===== src/rtl/clk_div_prog.sv =====
// ---------------------------------------------------------------------------
// clk_div_prog
//
// Programmable integer clock divider. Produces a 50 %-duty clock at clk/N for
// any N in 2..2^WIDTH-1 (odd or even), with glitch-free enable/disable and
// divisor changes that only take effect at a period boundary.
//
// Parameters:
//   WIDTH      divisor and period-counter width
//   DIV_RESET  divisor in force after reset (2..2^WIDTH-1)
//
// Ports:
//   clk       in   system clock
//   rst       in   asynchronous active-low reset
//   en        in   run request, sampled on clk rising edge
//   div_load  in   one-cycle strobe loading div_in
//   div_in    in   requested divisor N
//   clk_out   out  divided clock (OR of a rising-edge and a falling-edge flop)
//   tick      out  high in the first clk cycle of every output period
//   cur_div   out  divisor governing the current period
//   pending   out  a loaded divisor waits for the next period boundary
//   load_err  out  one-cycle pulse after a load of div_in < 2
//   running   out  divider is producing periods
// ---------------------------------------------------------------------------
module clk_div_prog #(
    parameter int WIDTH     = 8,
    parameter int DIV_RESET = 2
) (
    input  logic             clk,
    input  logic             rst,
    input  logic             en,
    input  logic             div_load,
    input  logic [WIDTH-1:0] div_in,
    output logic             clk_out,
    output logic             tick,
    output logic [WIDTH-1:0] cur_div,
    output logic             pending,
    output logic             load_err,
    output logic             running
);

    localparam logic [WIDTH-1:0] ONE     = WIDTH'(1);
    localparam logic [WIDTH-1:0] DIV_MIN = WIDTH'(2);
    localparam logic [WIDTH-1:0] DIV_RST = WIDTH'(DIV_RESET);

    typedef enum logic [0:0] {
        ST_STOPPED = 1'b0,
        ST_RUNNING = 1'b1
    } state_t;

    state_t           state_r;
    logic [WIDTH-1:0] cnt_r;
    logic [WIDTH-1:0] cur_div_r;
    logic [WIDTH-1:0] shadow_r;
    logic             pending_r;
    logic             load_err_r;
    logic             tick_r;
    logic             running_r;
    logic             hi_pos_r;   // high for cnt 0..N/2-1 (even) or 0..(N-3)/2 (odd)
    logic             hi_neg_r;   // hi_pos_r delayed half a clk, only for odd N

    logic             valid_load_s;
    logic             bad_load_s;
    logic             wrap_s;
    logic [WIDTH-1:0] cnt_inc_s;
    logic [WIDTH-1:0] next_div_s;
    logic             hi_next_s;

    // Next-period divisor selection, wrap detection and high-phase compare.
    always_comb begin
        valid_load_s = div_load && (div_in >= DIV_MIN);
        bad_load_s   = div_load && (div_in < DIV_MIN);
        // cur_div_r >= 2 always, so the subtraction never underflows and
        // N = 2^WIDTH-1 compares against 2^WIDTH-2 without overflow.
        wrap_s       = (cnt_r == (cur_div_r - ONE));
        cnt_inc_s    = cnt_r + ONE;
        // A load coinciding with a boundary beats any older shadow value.
        if (valid_load_s) begin
            next_div_s = div_in;
        end else if (pending_r) begin
            next_div_s = shadow_r;
        end else begin
            next_div_s = cur_div_r;
        end
        // Counter value entering the next cycle lies in the high phase.
        hi_next_s = (cnt_inc_s < (cur_div_r >> 1));
    end

    // Run/stop state machine, period counter, divisor registers and flags.
    always_ff @(posedge clk or negedge rst) begin
        if (!rst) begin
            state_r    <= ST_STOPPED;
            cnt_r      <= '0;
            cur_div_r  <= DIV_RST;
            shadow_r   <= DIV_RST;
            pending_r  <= 1'b0;
            load_err_r <= 1'b0;
            tick_r     <= 1'b0;
            running_r  <= 1'b0;
            hi_pos_r   <= 1'b0;
        end else begin
            load_err_r <= bad_load_s;
            case (state_r)
                ST_STOPPED: begin
                    cnt_r     <= '0;
                    // Nothing can be pending here; loads apply directly.
                    cur_div_r <= next_div_s;
                    pending_r <= 1'b0;
                    if (en) begin
                        // Start edge is a boundary: period begins high.
                        state_r   <= ST_RUNNING;
                        running_r <= 1'b1;
                        tick_r    <= 1'b1;
                        hi_pos_r  <= 1'b1;
                    end else begin
                        state_r   <= ST_STOPPED;
                        running_r <= 1'b0;
                        tick_r    <= 1'b0;
                        hi_pos_r  <= 1'b0;
                    end
                end
                ST_RUNNING: begin
                    if (wrap_s) begin
                        cnt_r     <= '0;
                        cur_div_r <= next_div_s;
                        pending_r <= 1'b0;
                        if (en) begin
                            state_r   <= ST_RUNNING;
                            running_r <= 1'b1;
                            tick_r    <= 1'b1;
                            hi_pos_r  <= 1'b1;
                        end else begin
                            // Stop only at the wrap so no period is cut short.
                            state_r   <= ST_STOPPED;
                            running_r <= 1'b0;
                            tick_r    <= 1'b0;
                            hi_pos_r  <= 1'b0;
                        end
                    end else begin
                        state_r   <= ST_RUNNING;
                        cnt_r     <= cnt_inc_s;
                        running_r <= 1'b1;
                        tick_r    <= 1'b0;
                        hi_pos_r  <= hi_next_s;
                        if (valid_load_s) begin
                            shadow_r  <= div_in;
                            pending_r <= 1'b1;
                        end else begin
                            shadow_r  <= shadow_r;
                            pending_r <= pending_r;
                        end
                    end
                end
                default: begin
                    state_r   <= ST_STOPPED;
                    cnt_r     <= '0;
                    pending_r <= 1'b0;
                    running_r <= 1'b0;
                    tick_r    <= 1'b0;
                    hi_pos_r  <= 1'b0;
                end
            endcase
        end
    end

    // Half-cycle extension for odd divisors: stretches the high phase to the
    // falling edge in the middle of cnt = (N-1)/2; held low for even N.
    always_ff @(negedge clk or negedge rst) begin
        if (!rst) begin
            hi_neg_r <= 1'b0;
        end else begin
            hi_neg_r <= hi_pos_r & cur_div_r[0];
        end
    end

    assign clk_out  = hi_pos_r | hi_neg_r;
    assign tick     = tick_r;
    assign cur_div  = cur_div_r;
    assign pending  = pending_r;
    assign load_err = load_err_r;
    assign running  = running_r;

endmodule


===== config.mk =====
export PLATFORM = sky130hd
export DESIGN_NAME = clk_div_prog
export DESIGN_NICKNAME = d
export VERILOG_FILES = /design/src/rtl/clk_div_prog.sv
export SDC_FILE = /design/constraint.sdc
export NUM_CORES = 1
export LEC_CHECK = 0
export BUFFER_PORTS_ARGS = -buffer_cell sky130_fd_sc_hd__buf_2
export CORE_MARGIN = 5
export CORE_UTILIZATION = 55
export DETAILED_ROUTE_END_ITERATION = 10
export GPL_ROUTABILITY_DRIVEN = 0
export PLACE_DENSITY_LB_ADDON = 0.2
export SLEW_MARGIN = 20
export SYNTH_ARGS = -nofsm -noshare
export SYNTH_HDL_FRONTEND = slang
export SYNTH_SLANG_ARGS = --single-unit
export TNS_END_PERCENT = 5

===== constraint.sdc =====
create_clock -name clk -period 3 [get_ports clk]
set_clock_uncertainty 0.1 [all_clocks]
set_input_delay 0.45 -clock clk [delete_from_list [all_inputs] [get_ports clk]]
set_output_delay 0.45 -clock clk [all_outputs]
set_load 0.02 [all_outputs]

# Yosys cells after proc, flatten, opt, wreduce, memory -nomap -nowiden
# Index checks and enable logic that the tools add are counted.
totals:
  wordCells: 40
  output_inout_bits: 13
  ff_bits: 30
  input_bits: 12
op_classes:
  reduce_logical: 3
  bitwise: 4
  n_eq_ne: 3
  n_lt_le_gt_ge: 3
  mux: 16
  n_addsub: 2
ops:
  columns: ["operator", "count"]
  rows:
  - ["two-way mux 8 bit", 4]
  - ["case mux 8 bit (2 select lines)", 2]
  - ["adder 8 x 1 -> 8 bit, second input constant", 1]
  - ["equality test 8 bit", 1]
  - ["greater-or-equal comparator 8 x 2 -> 1 bit, second input constant", 1]
  - ["< comparator 8 x 2 -> 1 bit, second input constant", 1]
  - ["< comparator 8 x 7 -> 1 bit", 1]
  - ["case mux 1 bit (2 select lines)", 4]
  - ["subtractor 8 x 1 -> 8 bit, second input constant", 1]
  - ["two-way mux 1 bit", 6]
  - ["inequality test 3 x 1 -> 1 bit, second input constant", 1]
  - ["AND reduction 3 bit", 1]
  - ["logical AND 1 bit", 2]
  - ["inequality test 2 x 1 -> 1 bit, second input constant", 1]
  - ["NOT 1 bit", 2]
  - ["bitwise AND 1 bit", 1]
  - ["OR 1 bit", 1]

# Depth between registers and ports, before layout
logic_depth:
  word_depth: 5
  ltp_mapped: 10
  mapped_depth_nobuf: 8

==> metrics.cfg <==
[outcome]
status=complete, but fails checks
violations=negative setup slack

[grt]
grt_overflow=0
grt_pass1_wl_um=8290
grt_pass1_vias=1682
antenna_found_initial=0
grt_max_degree=30
grt_use_total_pct=20.4

[synthesis]
netlist_area_um2=2080
synthMuxAreaShare_pct=0
ys_types=49
synth-main-ff-cell=dfrtp_1
synthArstFlopShare_pct=100
synth_top_family_by_area=simple AND/OR/NAND/NOR gates
synthAdderAreaFrac_pct=4.81
netlist_instances=231
yosys.area_share.simple_pct=25.5
syn_nets=251
syn-mean-instance-area_um2=9.00
yosys_warnings=0
synth_compound_area_share_pct=20.9
seq_area_frac_synth_pct=36.2
synth_xor_area_share_pct=6.32
synth_edf_count=0
ys_ff_latch=30

[critical_path]
cp_slowest_stage_delay_ns=0.32
crit_arrival_ns=2.46
reg2reg_depth=9
cp_slowest_cell=dfrtn_1
cp.required_ns=2.45
r2r-start=cur_div[1]
critical_path.startpoint_type=flip-flop
crit_type=reg2out
cp_cell_sequence=or2_4, buf_6
rr_endpoint=shadow_r[7]
path_max_fanout=1
worst_setup_path_end_kind=primary output
r2r_slack_ns=0.44

[timing]
setup_ws_ns=-0.00949
rsz0062_at_grt=true
slew_headroom_pct=65.6
tightestPinTransition_ns=0.515
final-hold-violation-count=0
drv_slew=0
setup_viol=1

[clock_network]
cts_max_level=2
cts.sinks=30
clk_latency_ns=0.28
cts_hold_buf=0
clockBufferDepth=2
cts_tree=done
ctsResizeCount=3
clkSlewWorstSetupHoldPaths_ns=0.07
post_cts_buffers=0
cts_made_buffers=5
cts_root_buf=clkbuf_8

[detailed_routing]
dr.pass1.iters=5
wirelength_um=4960
num_vias=1832
viasPerCell=6.09
routedWlPerCell_um=16.5
antenna_left=0
drt_iter0_markers=168
drc=0

[job]
max_cap_violations=0

[pwr]
power_density_nw_per_um2=374
power_leakage_nw=1.08
max-vdd-ir-drop_mv=0.336

[floorplanning]
die_w_um=71.5
rows=22
start_util_pct=56.8
dieArea_um2=5110
core_area_um2=3660
die_h_um=71.5
ios=25

[layout]
nNetsFinal=272
antennaDiodeCount=0
fin_util_pct=63.8
area_delta_synth_final_pct=12.3
drive_above_1_share_pct=21.3
stdcell_area_um2=2340

[placement]
place.port_buffers=24
placed_cell_area_um2=2220
hpwl_um=3650

[worst_hold_path]
hold_path_class=in2async

==> placed cells by master (no fill, tap or decap), drive strengths merged, types with 3 or more instances in the layout <==
master,n
o32ai,7
o21ai,11
nor3b,9
nand2,13
clkbuf,5
nand4,4
nor2,19
a31oi,12
nor3,7
inv,16
o2111ai,3
and3,7
a211oi,8
dfrtp,27
buf,28
xnor2,8
ha,8
nand3,21
o21bai,3
xor2,7
==> synthesized netlist by cell type (2+ instances only) <==
library cell   n  area [um2]
a211oi_1       8        60.1
a21o_1         2        15.0
a21oi_1        2        10.0
a31oi_1       12        75.1
and2_1         2        12.5
and3_1         7        43.8
buf_2          3        15.0
clkbuf_1       8        30.0
dfrtp_1       27         676
dfstp_2        2        52.6
ha_1           8         100
inv_1         16        60.1
nand2_1       13        48.8
nand2b_1       2        12.5
nand3_1       21         105
nand4_1        4        25.0
nor2_1        18        67.6
nor3_1         5        25.0
nor3_2         2        20.0
nor3b_1        3        22.5
nor3b_2        6        75.1
o2111ai_1      3        26.3
o21a_1         2        15.0
o21ai_0        2        10.0
o21ai_1        8        40.0
o21bai_1       2        15.0
o32ai_1        7        61.3
or2_2          2        12.5
xnor2_1        8        70.1
xor2_1         7        61.3
==> power by group <==
group          switching, W  leakage (nW)  internal, W
registers        0.00000357         0.378     0.000413
clock network      0.000159        0.0579     0.000244
logic             0.0000333         0.647    0.0000199
==> sequential cells by signal, summed over array words and instances, names as in the netlist <==
signal and count:
load_err 1, pending 1, shadow_r 8, tick 1, cur_div 8, running 1
cnt_r 8, hi_pos_r 1, hi_neg_r 1
==> cell type report <==
cell class / count / area, um2
fill: 311 / 1330
multi-input combinational: 171 / 1200
sequential: 30 / 753
timing repair buffer: 28 / 156
clock buffer: 5 / 68.8
inverter: 16 / 60.1
tap: 48 / 60.1
clock inverter: 3 / 40.0
==> through the flow <==
stage,hold WS [ns],setup slack [ns],total power [W],cells,setup TNS (ns)
2_1_floorplan,0.0544,0.329,0.000451,231,0
3_3_place_gp,0.365,0.240,0.000477,293,0
5_1_grt,0.164,-0.0404,0.000902,301,-0.0404
4_1_cts,0.145,-0.0156,0.000874,301,-0.0156
6_report,0.127,-0.00949,0.000873,301,-0.00949
3_5_place_dp,0.385,0.234,0.000478,293,0
==> worst max path at each step <==
| stage | from | endpoint | slack (ns) | cells past startpoint |
|---|---|---|---|---|
| 2_1_floorplan | hi_neg_r | clk_out | 0.33 | 1 |
| 3_3_place_gp | hi_neg_r | clk_out | 0.24 | 2 |
| 3_5_place_dp | hi_neg_r | clk_out | 0.23 | 2 |
| 4_1_cts | hi_neg_r | clk_out | -0.02 | 2 |
| 5_1_grt | hi_neg_r | clk_out | -0.04 | 2 |
| 6_report | hi_neg_r | clk_out | -0.009 | 2 |
==> critical path: cells and delay by family, from the launching register on <==
family,cells,cell delay (ns)
and+or+nand+nor,1,0.22
DFF,1,0.32
buffers and inverters,1,0.13
==> per-layer routing <==
metal / up-vias / global-route usage, % / wire length, um
met3: 6 / 4.07 / 327
met1: 864 / 29.6 / 2270
li1: 890 / - / -
met5: - / 0 / 0
met4: 0 / 5.43 / 48
met2: 72 / 31.1 / 2320
==> logic make-up after synthesis <==
group	Yosys count
AO/OA/AOI/OAI	58
XOR/XNOR	15
adder cells (fa/ha/maj)	8
buffers and inverters	30
flip-flops	30
AND/OR/NAND/NOR	90
Note: power is estimated with default switching activity, not from simulation.
